--- config.mk ---
export PLATFORM = sky130hd
export DESIGN_NAME = banked_memory_flat
export DESIGN_NICKNAME = d
export VERILOG_FILES = /design/src/rtl/banked_memory_pkg.sv /design/src/rtl/banked_memory_if.sv /design/src/rtl/banked_memory_read_port.sv /design/src/rtl/banked_memory.sv /design/src/flat_wrapper.sv
export SDC_FILE = /design/constraint.sdc
export NUM_CORES = 1
export LEC_CHECK = 0
export ABC_AREA = 1
export CAP_MARGIN = 10
export CORE_MARGIN = 1
export CORE_UTILIZATION = 50
export DETAILED_ROUTE_END_ITERATION = 8
export PLACE_DENSITY = 0.68
export SLEW_MARGIN = 20
export SYNTH_ARGS = -nofsm -noshare
export SYNTH_HDL_FRONTEND = slang
export SYNTH_SLANG_ARGS = --single-unit
--- constraint.sdc ---
create_clock -name clk_i -period 5.4 [get_ports clk_i]
set_clock_uncertainty 0.1 [all_clocks]
set_input_delay 1.35 -clock clk_i [delete_from_list [all_inputs] [get_ports clk_i]]
set_output_delay 1.35 -clock clk_i [all_outputs]
set_load 0.005 [all_outputs]
--- src/rtl/banked_memory_pkg.sv ---
// Shared types and helpers for the banked_memory block.
package banked_memory_pkg;

  localparam int unsigned BYTE_WIDTH = 8;

  typedef enum logic {
    StIdle,
    StClearing
  } state_e;

  function automatic int unsigned strobe_count(int unsigned data_width);
    return data_width / BYTE_WIDTH;
  endfunction

endpackage

--- src/rtl/banked_memory_if.sv ---
// Write/read/clear bus of banked_memory; the master drives requests, the memory is the slave.
interface banked_memory_if #(
  parameter int unsigned DATA_WIDTH = 16,
  parameter int unsigned ADDR_WIDTH = 4
);
  import banked_memory_pkg::*;

  localparam int unsigned StrbWidth = strobe_count(DATA_WIDTH);

  logic                  clear;
  logic                  busy;
  logic                  write_enable;
  logic [StrbWidth-1:0]  write_strobe;
  logic [ADDR_WIDTH-1:0] write_address;
  logic [DATA_WIDTH-1:0] write_data;
  logic [ADDR_WIDTH-1:0] read_address_a;
  logic [DATA_WIDTH-1:0] read_data_a;
  logic [ADDR_WIDTH-1:0] read_address_b;
  logic [DATA_WIDTH-1:0] read_data_b;

  modport master (
    output clear, write_enable, write_strobe, write_address, write_data,
    output read_address_a, read_address_b,
    input  busy, read_data_a, read_data_b
  );

  modport slave (
    input  clear, write_enable, write_strobe, write_address, write_data,
    input  read_address_a, read_address_b,
    output busy, read_data_a, read_data_b
  );

endinterface

--- src/rtl/banked_memory_read_port.sv ---
// One read port: range check, Busy masking and, with BANKED_MEMORY_REG_READ_EN, an output register.
module banked_memory_read_port
  import banked_memory_pkg::*;
#(
  parameter int unsigned DATA_WIDTH = 16,
  parameter int unsigned ADDR_WIDTH = 4,
  parameter int unsigned DEPTH      = 16
) (
  input  logic                  clk_i,
  input  logic                  rst_ni,
  input  logic                  busy_i,
  input  logic [ADDR_WIDTH-1:0] addr_i,
  input  logic [DATA_WIDTH-1:0] word_i,
  output logic [DATA_WIDTH-1:0] data_o
);

  logic                  in_range;
  logic [DATA_WIDTH-1:0] data_d;

  assign in_range = 32'(addr_i) < DEPTH;
  assign data_d   = (busy_i || !in_range) ? '0 : word_i;

`ifdef BANKED_MEMORY_REG_READ_EN
  logic [DATA_WIDTH-1:0] data_q;

  always_ff @(posedge clk_i or negedge rst_ni) begin
    if (!rst_ni) begin
      data_q <= '0;
    end else begin
      data_q <= data_d;
    end
  end

  assign data_o = data_q;
`else
  logic unused_clk_rst;

  assign unused_clk_rst = clk_i ^ rst_ni;
  assign data_o         = data_d;
`endif

endmodule

--- src/rtl/banked_memory.sv ---
// Word memory with byte-strobed write port, two read ports and a zeroing sweep on reset/Clear.
// Optional registered reads: define BANKED_MEMORY_REG_READ_EN.
module banked_memory
  import banked_memory_pkg::*;
#(
  parameter int unsigned DATA_WIDTH = 16,
  parameter int unsigned ADDR_WIDTH = 4,
  parameter int unsigned DEPTH      = 16
) (
  input  logic            clk_i,
  input  logic            rst_ni,
  banked_memory_if.slave  bus
);

  localparam int unsigned           StrbWidth = strobe_count(DATA_WIDTH);
  localparam int unsigned           IdxWidth  = (DEPTH > 1) ? $clog2(DEPTH) : 1;
  localparam logic [ADDR_WIDTH-1:0] LastAddr  = ADDR_WIDTH'(DEPTH - 1);

  state_e                state_q;
  logic [ADDR_WIDTH-1:0] ptr_q;
  logic                  busy_q;
  logic [DATA_WIDTH-1:0] mem_q [DEPTH];

  logic                  wr_addr_ok;
  logic                  wr_en;
  logic [IdxWidth-1:0]   wr_idx;
  logic [IdxWidth-1:0]   rd_idx_a;
  logic [IdxWidth-1:0]   rd_idx_b;

  always_ff @(posedge clk_i or negedge rst_ni) begin
    if (!rst_ni) begin
      state_q <= StClearing;
      ptr_q   <= '0;
      busy_q  <= 1'b1;
    end else begin
      unique case (state_q)
        StClearing: begin
          ptr_q <= ptr_q + ADDR_WIDTH'(1);
          if (ptr_q == LastAddr) begin
            state_q <= StIdle;
            busy_q  <= 1'b0;
          end
        end
        StIdle: begin
          if (bus.clear) begin
            state_q <= StClearing;
            ptr_q   <= '0;
            busy_q  <= 1'b1;
          end
        end
        default: begin
          state_q <= StClearing;
          ptr_q   <= '0;
          busy_q  <= 1'b1;
        end
      endcase
    end
  end

  assign wr_addr_ok = 32'(bus.write_address) < DEPTH;
  // A Clear in the same cycle wins over the write.
  assign wr_en      = (state_q == StIdle) && bus.write_enable && !bus.clear && wr_addr_ok;
  assign wr_idx     = bus.write_address[IdxWidth-1:0];

  // Storage carries no reset; the sweep is what zeroes it.
  always_ff @(posedge clk_i) begin
    if (state_q == StClearing) begin
      mem_q[ptr_q[IdxWidth-1:0]] <= '0;
    end else if (wr_en) begin
      for (int unsigned k = 0; k < StrbWidth; k++) begin
        if (bus.write_strobe[k]) begin
          mem_q[wr_idx][k*BYTE_WIDTH +: BYTE_WIDTH] <= bus.write_data[k*BYTE_WIDTH +: BYTE_WIDTH];
        end
      end
    end
  end

  assign bus.busy = busy_q;
  assign rd_idx_a = bus.read_address_a[IdxWidth-1:0];
  assign rd_idx_b = bus.read_address_b[IdxWidth-1:0];

  banked_memory_read_port #(
    .DATA_WIDTH (DATA_WIDTH),
    .ADDR_WIDTH (ADDR_WIDTH),
    .DEPTH      (DEPTH)
  ) u_read_port_a (
    .clk_i  (clk_i),
    .rst_ni (rst_ni),
    .busy_i (busy_q),
    .addr_i (bus.read_address_a),
    .word_i (mem_q[rd_idx_a]),
    .data_o (bus.read_data_a)
  );

  banked_memory_read_port #(
    .DATA_WIDTH (DATA_WIDTH),
    .ADDR_WIDTH (ADDR_WIDTH),
    .DEPTH      (DEPTH)
  ) u_read_port_b (
    .clk_i  (clk_i),
    .rst_ni (rst_ni),
    .busy_i (busy_q),
    .addr_i (bus.read_address_b),
    .word_i (mem_q[rd_idx_b]),
    .data_o (bus.read_data_b)
  );

endmodule

--- src/flat_wrapper.sv ---
// flat-port wrapper written by rule: the top's interface ports become plain ports
module banked_memory_flat import banked_memory_pkg::*;
#(
  parameter int unsigned DATA_WIDTH = 16,
  parameter int unsigned ADDR_WIDTH = 4,
  parameter int unsigned DEPTH      = 16
)
  (clk_i, rst_ni, bus_clear, bus_write_enable, bus_write_strobe, bus_write_address, bus_write_data, bus_read_address_a, bus_read_address_b, bus_busy, bus_read_data_a, bus_read_data_b);
  banked_memory_if #(.DATA_WIDTH(DATA_WIDTH), .ADDR_WIDTH(ADDR_WIDTH)) bus_i ();
  input  logic clk_i;
  input  logic rst_ni;
  input wire logic [$bits(bus_i.clear)-1:0] bus_clear;
  input wire logic [$bits(bus_i.write_enable)-1:0] bus_write_enable;
  input wire logic [$bits(bus_i.write_strobe)-1:0] bus_write_strobe;
  input wire logic [$bits(bus_i.write_address)-1:0] bus_write_address;
  input wire logic [$bits(bus_i.write_data)-1:0] bus_write_data;
  input wire logic [$bits(bus_i.read_address_a)-1:0] bus_read_address_a;
  input wire logic [$bits(bus_i.read_address_b)-1:0] bus_read_address_b;
  output wire logic [$bits(bus_i.busy)-1:0] bus_busy;
  output wire logic [$bits(bus_i.read_data_a)-1:0] bus_read_data_a;
  output wire logic [$bits(bus_i.read_data_b)-1:0] bus_read_data_b;
  assign bus_i.clear = bus_clear;
  assign bus_i.write_enable = bus_write_enable;
  assign bus_i.write_strobe = bus_write_strobe;
  assign bus_i.write_address = bus_write_address;
  assign bus_i.write_data = bus_write_data;
  assign bus_i.read_address_a = bus_read_address_a;
  assign bus_i.read_address_b = bus_read_address_b;
  assign bus_busy = bus_i.busy;
  assign bus_read_data_a = bus_i.read_data_a;
  assign bus_read_data_b = bus_i.read_data_b;
  banked_memory #(.DATA_WIDTH(DATA_WIDTH), .ADDR_WIDTH(ADDR_WIDTH), .DEPTH(DEPTH)) u_core (.clk_i(clk_i), .rst_ni(rst_ni), .bus(bus_i));
endmodule
==> results.py, run 1 <==
metrics = {
    "synthesis": {
        "synth_top_family_by_area": "simple AND/OR/NAND/NOR gates",
        "yosysSeqAreaShare_pct": 55.35,
        "synth-xor-area-share_pct": 0,
        "synth_edf_count": 256,
        "synth_area_um2": 14160,
        "synthFlopType": "edfxtp_1",
        "yosys.area_share.adder_pct": 0.08834,
        "synthArstFlopShare_pct": 2.290,
        "synth_top_cell_by_area": "edfxtp_1",
        "synth.area.top_cells": "edfxtp_1 54%, nand3_1 15%, nand2_1 14%",
        "yosys_warnings": 0,
        "synth.distinct_cells": 23,
        "synth_top_area_share_pct": 54.28,
        "syn-instance-count": 1731,
        "synthSimpleGateAreaFrac_pct": 30.88,
        "synth_compound_area_share_pct": 3.127,
        "synth-seq-cells": 262,
        "synth_nets": 1766,
        "postSynthAreaPerCell_um2": 8.182,
        "muxShareOfSynthArea_pct": 0,
    },
    "floorplanning": {
        "core_um2": 27860,
        "io_pins": 67,
        "rows": 61,
        "die_area_um2": 29000,
        "start_util_pct": 50.84,
        "dieWidth_um": 170.3,
        "chipHeight_um": 170.3,
    },
    "route": {
        "wl_per_cell_um": 19.40,
        "vias_per_cell": 5.625,
        "drtIter0Drc": 1532,
        "drc": 0,
        "vias": 12210,
        "drt_wl_total_mm": 42.10,
        "ant_nets": 0,
        "dr.pass1.iters": 6,
    },
    "layout": {
        "area_growth_pct": 14.74,
        "finalNonFillerCells": 2170,
        "final_layout_size_suffix_gt1_share_pct": 6.417,
        "final_nets": 1806,
        "post-route-util_pct": 58.33,
        "diodes": 0,
    },
    "sta": {
        "hold_viol_final": 0,
        "slew_viol_final": 0,
        "setup-tns-final_ns": 0,
        "setup_viol": 0,
        "tightest_slew_ns": 1.061,
        "rsz0062_at_grt": "false",
        "relSlewSlack_pct": 29.04,
        "period_minus_slack_ns": 4.860,
        "hold_slack_ns": 0.4301,
        "fmax_mhz": 205.8,
        "min_period_over_period_pct": 89.99,
    },
    "critical_path": {
        "crit_required_ns": 3.95,
        "critPathMaxFanout": 10,
        "critPathLaunchType": "primary input",
        "cpMostUsedCell": "clkdlybuf4s50_1",
        "rrSetupSlack_ns": 2.58,
        "cp_top_family": "buffers and inverters",
        "critPathMaxStageDelay_ns": 0.70,
        "endpoint_kind": "output pin",
        "crit_chain": "clkdlybuf4s50_1 > inv_1 > buf_4 > nand3_1 > a21oi_1 > clkdlybuf4s50_1",
        "crit_buf_inv": 4,
        "crit_type": "in -> out",
        "arrival_ns": 3.41,
        "worst_path_max_delay_cell": "clkdlybuf4s50_1",
    },
    "global_routing": {
        "grt_pass1_vias": 11130,
        "grt_first_pass_wirelength_mm": 63.91,
        "track_usage_pct": 29.21,
        "grt_antenna_before_repair": 0,
        "grt_max_degree": 147,
        "grt_overflow": 0,
    },
    "power_and_ir_drop": {
        "combPwrFrac_pct": 25.1,
        "switchingPower_mw": 2.050,
        "clkPwrFrac_pct": 30.8,
        "internal_power_mw": 4.417,
        "pwr_density_cell_nw_per_um2": 397.9,
        "irDropWorstVdd_mv": 0.3580,
        "pwr-share-seq_pct": 44.1,
        "leakagePower_nw": 7.196,
        "switching_share_pct": 31.70,
    },
    "clocking": {
        "clock-sinks": 262,
        "clockBufferDepth": 3,
        "cts_tree": "built",
        "clk_latency_ns": 0.55,
        "cts_hold_buf": 0,
        "cts_root_buf": "clkbuf_16",
        "cts_setup_buffers": 0,
        "cts-resized-gates": 0,
        "cts_max_level": 1,
        "path_clk_slew_ns": 0.06,
        "cts_buffers": 29,
    },
    "placed_design": {
        "portBuffers": 66,
        "dp_hpwl_mm": 25.82,
        "dpl.cell_count": 2118,
        "gp_congestion": 0.9112,
    },
    "run_status": {
        "status": "finished, final reports clean",
    },
    "min_path": {
        "holdCritPathClass": "reg -> reg",
    },
    "job": {
        "drv_cap": 0,
    },
}
## cells in the final DEF (no fill, tap or decap), drive strengths merged, types with 2 or more instances in the layout
cell,count
a21oi,34
a31oi,2
buf,57
bufinv,4
clkbuf,38
clkdlybuf4s50,62
clkinv,12
dfrtp,4
dfstp,2
edfxtp,256
inv,272
nand2,517
nand3,419
nor2,74
o211ai,32
o21ai,2
## cell usage after synthesis, types with 4 or more instances
master / number
a21oi_1: 34
buf_1: 15
buf_2: 42
clkbuf_1: 53
dfrtp_1: 4
edfxtp_1: 256
inv_1: 270
inv_2: 4
nand2_1: 516
nand3_1: 417
nor2_1: 73
o211ai_1: 32
## power groups by stage
stage	registers (mW)	logic [mW]	clock network [mW]
after floorplan	2.81	0.963	0
after global placement	2.87	1.57	0
after detailed placement	2.88	1.59	0
after CTS	2.85	1.60	2.00
after global routing	2.88	1.77	2.07
final	2.85	1.62	1.99
## registers in the layout, summed over array words and instances, names as in the netlist
signal,cells
u_core.bus.busy,1
u_core.mem_q,256
u_core.ptr_q,4
u_core.state_q,1
## worst register-to-register path: cells and delay by family (launching register included)
family | cells | cell delay (ns)
and+or+nand+nor | 8 | 1.71
DFF | 1 | 0.62
## final timing paths
| path | start | end | cells past startpoint |
|---|---|---|---|
| setup / recovery | bus_read_address_b[3] | bus_read_data_b[3] | 6 |
| hold / removal | u_core.ptr_q[3]$_DFFE_PN0P_ | u_core.ptr_q[3]$_DFFE_PN0P_ | 1 |
| setup reg to reg | u_core.state_q$_DFF_PN1_ | u_core.mem_q[1][0]$_DFFE_PP_ | 8 |
| hold reg to reg | u_core.ptr_q[3]$_DFFE_PN0P_ | u_core.ptr_q[3]$_DFFE_PN0P_ | 1 |
| max in group asynchronous | rst_ni | u_core.state_q$_DFF_PN1_ | 1 |
| min in group asynchronous | rst_ni | u_core.ptr_q[3]$_DFFE_PN0P_ | 1 |
## routing by layer
layer | wire (um) | global-route usage (%)
met5 | 0 | 0
met3 | 4932 | 6.767
met4 | 1115 | 9.714
met2 | 19130 | 44.73
met1 | 16920 | 40.86
## kinds of logic (layout without fill, tap and decap cells)
group	count (synthesis)	after routing
AND/OR/NAND/NOR	1013	1013
buffers and inverters	384	445
flip-flops	262	262
AO/OA/AOI/OAI	71	71
adder cells (fa/ha/maj)	1	1
## layout make-up
| type | count | area, um^2 |
|---|---|---|
| fill | 2439 | 11610 |
| sequential | 262 | 7840 |
| multi-input combinational | 1085 | 4845 |
| timing repair buffer | 119 | 1119 |
| inverter | 274 | 1031 |
| clock buffer | 38 | 779.5 |
| tap | 378 | 473.0 |
| clock inverter | 14 | 163.9 |
## metrics by stage
step | setup slack [ns] | power, mW | cell area, um^2
floorplan | 1.654 | 3.770 | 14160
global placement | 0.5886 | 4.443 | 15290
detailed placement | 0.5844 | 4.475 | 15290
CTS | 0.5916 | 6.442 | 16240
global route | 0.4827 | 6.727 | 16250
finish | 0.5404 | 6.467 | 16250
No activity file was read; power rests on OpenSTA's default activity.
==> run 2, diff against run 1 <==
Settings changed: CORE_UTILIZATION 50 to 60, PLACE_DENSITY 0.68 to 0.79, REMOVE_ABC_BUFFERS set to 1, SKIP_LAST_GASP set to 1.
==> results.py, run 2 (synthesis results as in run 1) <==
metrics = {
    "placed_design": {
        "dpl.cell_count": 2059,
        "dp_hpwl_mm": 24.04,
        "gp_congestion": 0.8511,
        "portBuffers": 66,
    },
    "power_and_ir_drop": {
        "pwr-share-seq_pct": 44.7,
        "combPwrFrac_pct": 26.3,
        "leakagePower_nw": 7.188,
        "switchingPower_mw": 2.072,
        "switching_share_pct": 32.43,
        "irDropWorstVdd_mv": 0.4307,
        "clkPwrFrac_pct": 29.1,
        "internal_power_mw": 4.317,
        "pwr_density_cell_nw_per_um2": 396.6,
    },
    "sta": {
        "rsz0062_at_grt": "false",
        "tightest_slew_ns": 1.174,
        "period_minus_slack_ns": 4.874,
        "setup_viol": 0,
        "hold_viol_final": 0,
        "setup-tns-final_ns": 0,
        "fmax_mhz": 205.2,
        "min_period_over_period_pct": 90.26,
        "relSlewSlack_pct": 21.47,
        "slew_viol_final": 0,
    },
    "floorplanning": {
        "rows": 55,
        "dieWidth_um": 155.6,
        "io_pins": 67,
        "core_um2": 22920,
        "chipHeight_um": 155.6,
        "die_area_um2": 24220,
        "start_util_pct": 61.81,
    },
    "clocking": {
        "clk_latency_ns": 0.54,
        "clockBufferDepth": 3,
        "path_clk_slew_ns": 0.06,
        "cts_root_buf": "clkbuf_16",
        "clock-sinks": 262,
        "cts_tree": "built",
        "cts_max_level": 1,
        "cts-resized-gates": 0,
        "cts_hold_buf": 0,
        "cts_setup_buffers": 0,
        "cts_buffers": 28,
    },
    "global_routing": {
        "grt_max_degree": 147,
        "grt_pass1_vias": 11660,
        "grt_overflow": 0,
        "grt_antenna_before_repair": 0,
        "grt_first_pass_wirelength_mm": 63.24,
        "track_usage_pct": 34.64,
    },
    "min_path": {
        "hold_depth": 1,
        "hold_start": "u_core.ptr_q[3]$_DFFE_PN0P_",
        "holdCritPathClass": "reg -> reg",
        "holdPathEnd": "u_core.ptr_q[3]$_DFFE_PN0P_",
    },
    "route": {
        "drc": 0,
        "vias": 12420,
        "ant_nets": 0,
        "drtIter0Drc": 1704,
        "vias_per_cell": 5.884,
        "drt_wl_total_mm": 41.08,
        "wl_per_cell_um": 19.47,
        "dr.pass1.iters": 6,
    },
    "critical_path": {
        "worst_path_max_delay_cell": "clkdlybuf4s50_1",
        "cpMostUsedCell": "nand3_1",
        "critPathLaunchType": "primary input",
        "rr_startpoint": "u_core.state_q$_DFF_PN1_",
        "critPathMaxFanout": 25,
        "endpoint_kind": "output pin",
        "crit_buf_inv": 3,
        "crit_chain": "buf_2 > buf_4 > nand3_1 > nand3_1 > nand3_1 > a21oi_1 > clkdlybuf4s50_1",
        "rrSetupSlack_ns": 2.58,
        "arrival_ns": 3.42,
        "critPathMaxStageDelay_ns": 0.55,
        "r2r.worst_path.cells": 8,
        "crit_required_ns": 3.95,
        "crit_type": "in -> out",
        "r2r-end": "u_core.mem_q[8][10]$_DFFE_PP_",
        "cp_top_family": "buffers and inverters",
    },
    "layout": {
        "top_regs": "u_core.mem_q (256), u_core.ptr_q (4)",
        "layout_commonest_cell": "nand2_1",
        "area_growth_pct": 13.74,
        "final_layout_size_suffix_gt1_share_pct": 6.622,
        "final_cell_mix": "516 x nand2_1, 417 x nand3_1, 269 x inv_1, 256 x edfxtp_1, 73 x nor2_1",
        "nFillCells": 1727,
        "largest_register_ffs": 256,
        "regMostFlops": "u_core.mem_q",
        "finalNonFillerCells": 2110,
        "diodes": 0,
        "final_nets": 1811,
    },
    "run_status": {
        "status": "finished, final reports clean",
    },
    "job": {
        "drv_cap": 0,
    },
}
run 2: changes by cell type in the layout (fill, tap and decap cells not counted), moves of 3 or more:
cell / delta
clkbuf_1: -3
nor2_2: -6
nor2_1: +6
buf_4: +8
run 2: layout make-up:
class | count | area (um^2) | area share [%]
Tap cell | 313 | 391.6 | 2.431
Clock buffer | 33 | 740.7 | 4.598
Timing Repair Buffer | 125 | 1129 | 7.006
Inverter | 274 | 1031 | 6.400
Sequential cell | 262 | 7840 | 48.67
Clock inverter | 18 | 141.4 | 0.8777
Multi-Input combinational cell | 1085 | 4836 | 30.02
run 2: worst max path at each step:
stage,startpoint,cells after the start,slack (ns),to
6_report,bus_read_address_b[1],7,0.53,bus_read_data_b[14]
5_1_grt,bus_read_address_a[0],9,0.47,bus_read_data_a[12]
4_1_cts,bus_read_address_b[1],7,0.59,bus_read_data_b[14]
3_5_place_dp,bus_read_address_b[1],7,0.58,bus_read_data_b[14]
3_3_place_gp,bus_read_address_b[1],7,0.65,bus_read_data_b[14]
2_1_floorplan,bus_read_address_b[0],6,0.60,bus_read_data_b[0]
run 2: power by group through the flow:
stage               logic [mW]  clock network, mW  registers [mW]
finish                    1.68               1.86            2.85
global route              1.82               1.94            2.88
floorplan                0.870                  0            2.83
detailed placement        1.63                  0            2.89
global placement          1.59                  0            2.88
CTS                       1.65               1.87            2.85
run 2: worst register-to-register path, delay by kind of cell, from the launching register on:
kind / cells / cell delay (ns)
simple gates: 8 / 1.72
flops: 1 / 0.62
run 2: routing by layer:
| metal | wire length, um | GRT usage, % | share of wire (%) |
|---|---|---|---|
| met2 | 18710 | 54.43 | 46 |
| met3 | 5356 | 6.389 | 13 |
| met4 | 1815 | 16.48 | 4.4 |
| met5 | 0 | 0 | 0 |
| met1 | 15200 | 46.83 | 37 |
run 2: stage by stage:
stage	setup slack, ns	hold slack (ns)	cell area (um^2)	power [mW]	util, %
final	0.5260	0.4342	16110	6.388	70.30
after detailed placement	0.5753	0.4144	15220	4.519	66.42
after floorplan	0.6025	0.3805	13700	3.702	-
after global placement	0.6452	0.4033	15220	4.469	66.42
after global routing	0.4678	0.4527	16110	6.647	70.30
after CTS	0.5885	0.4269	16100	6.358	70.27
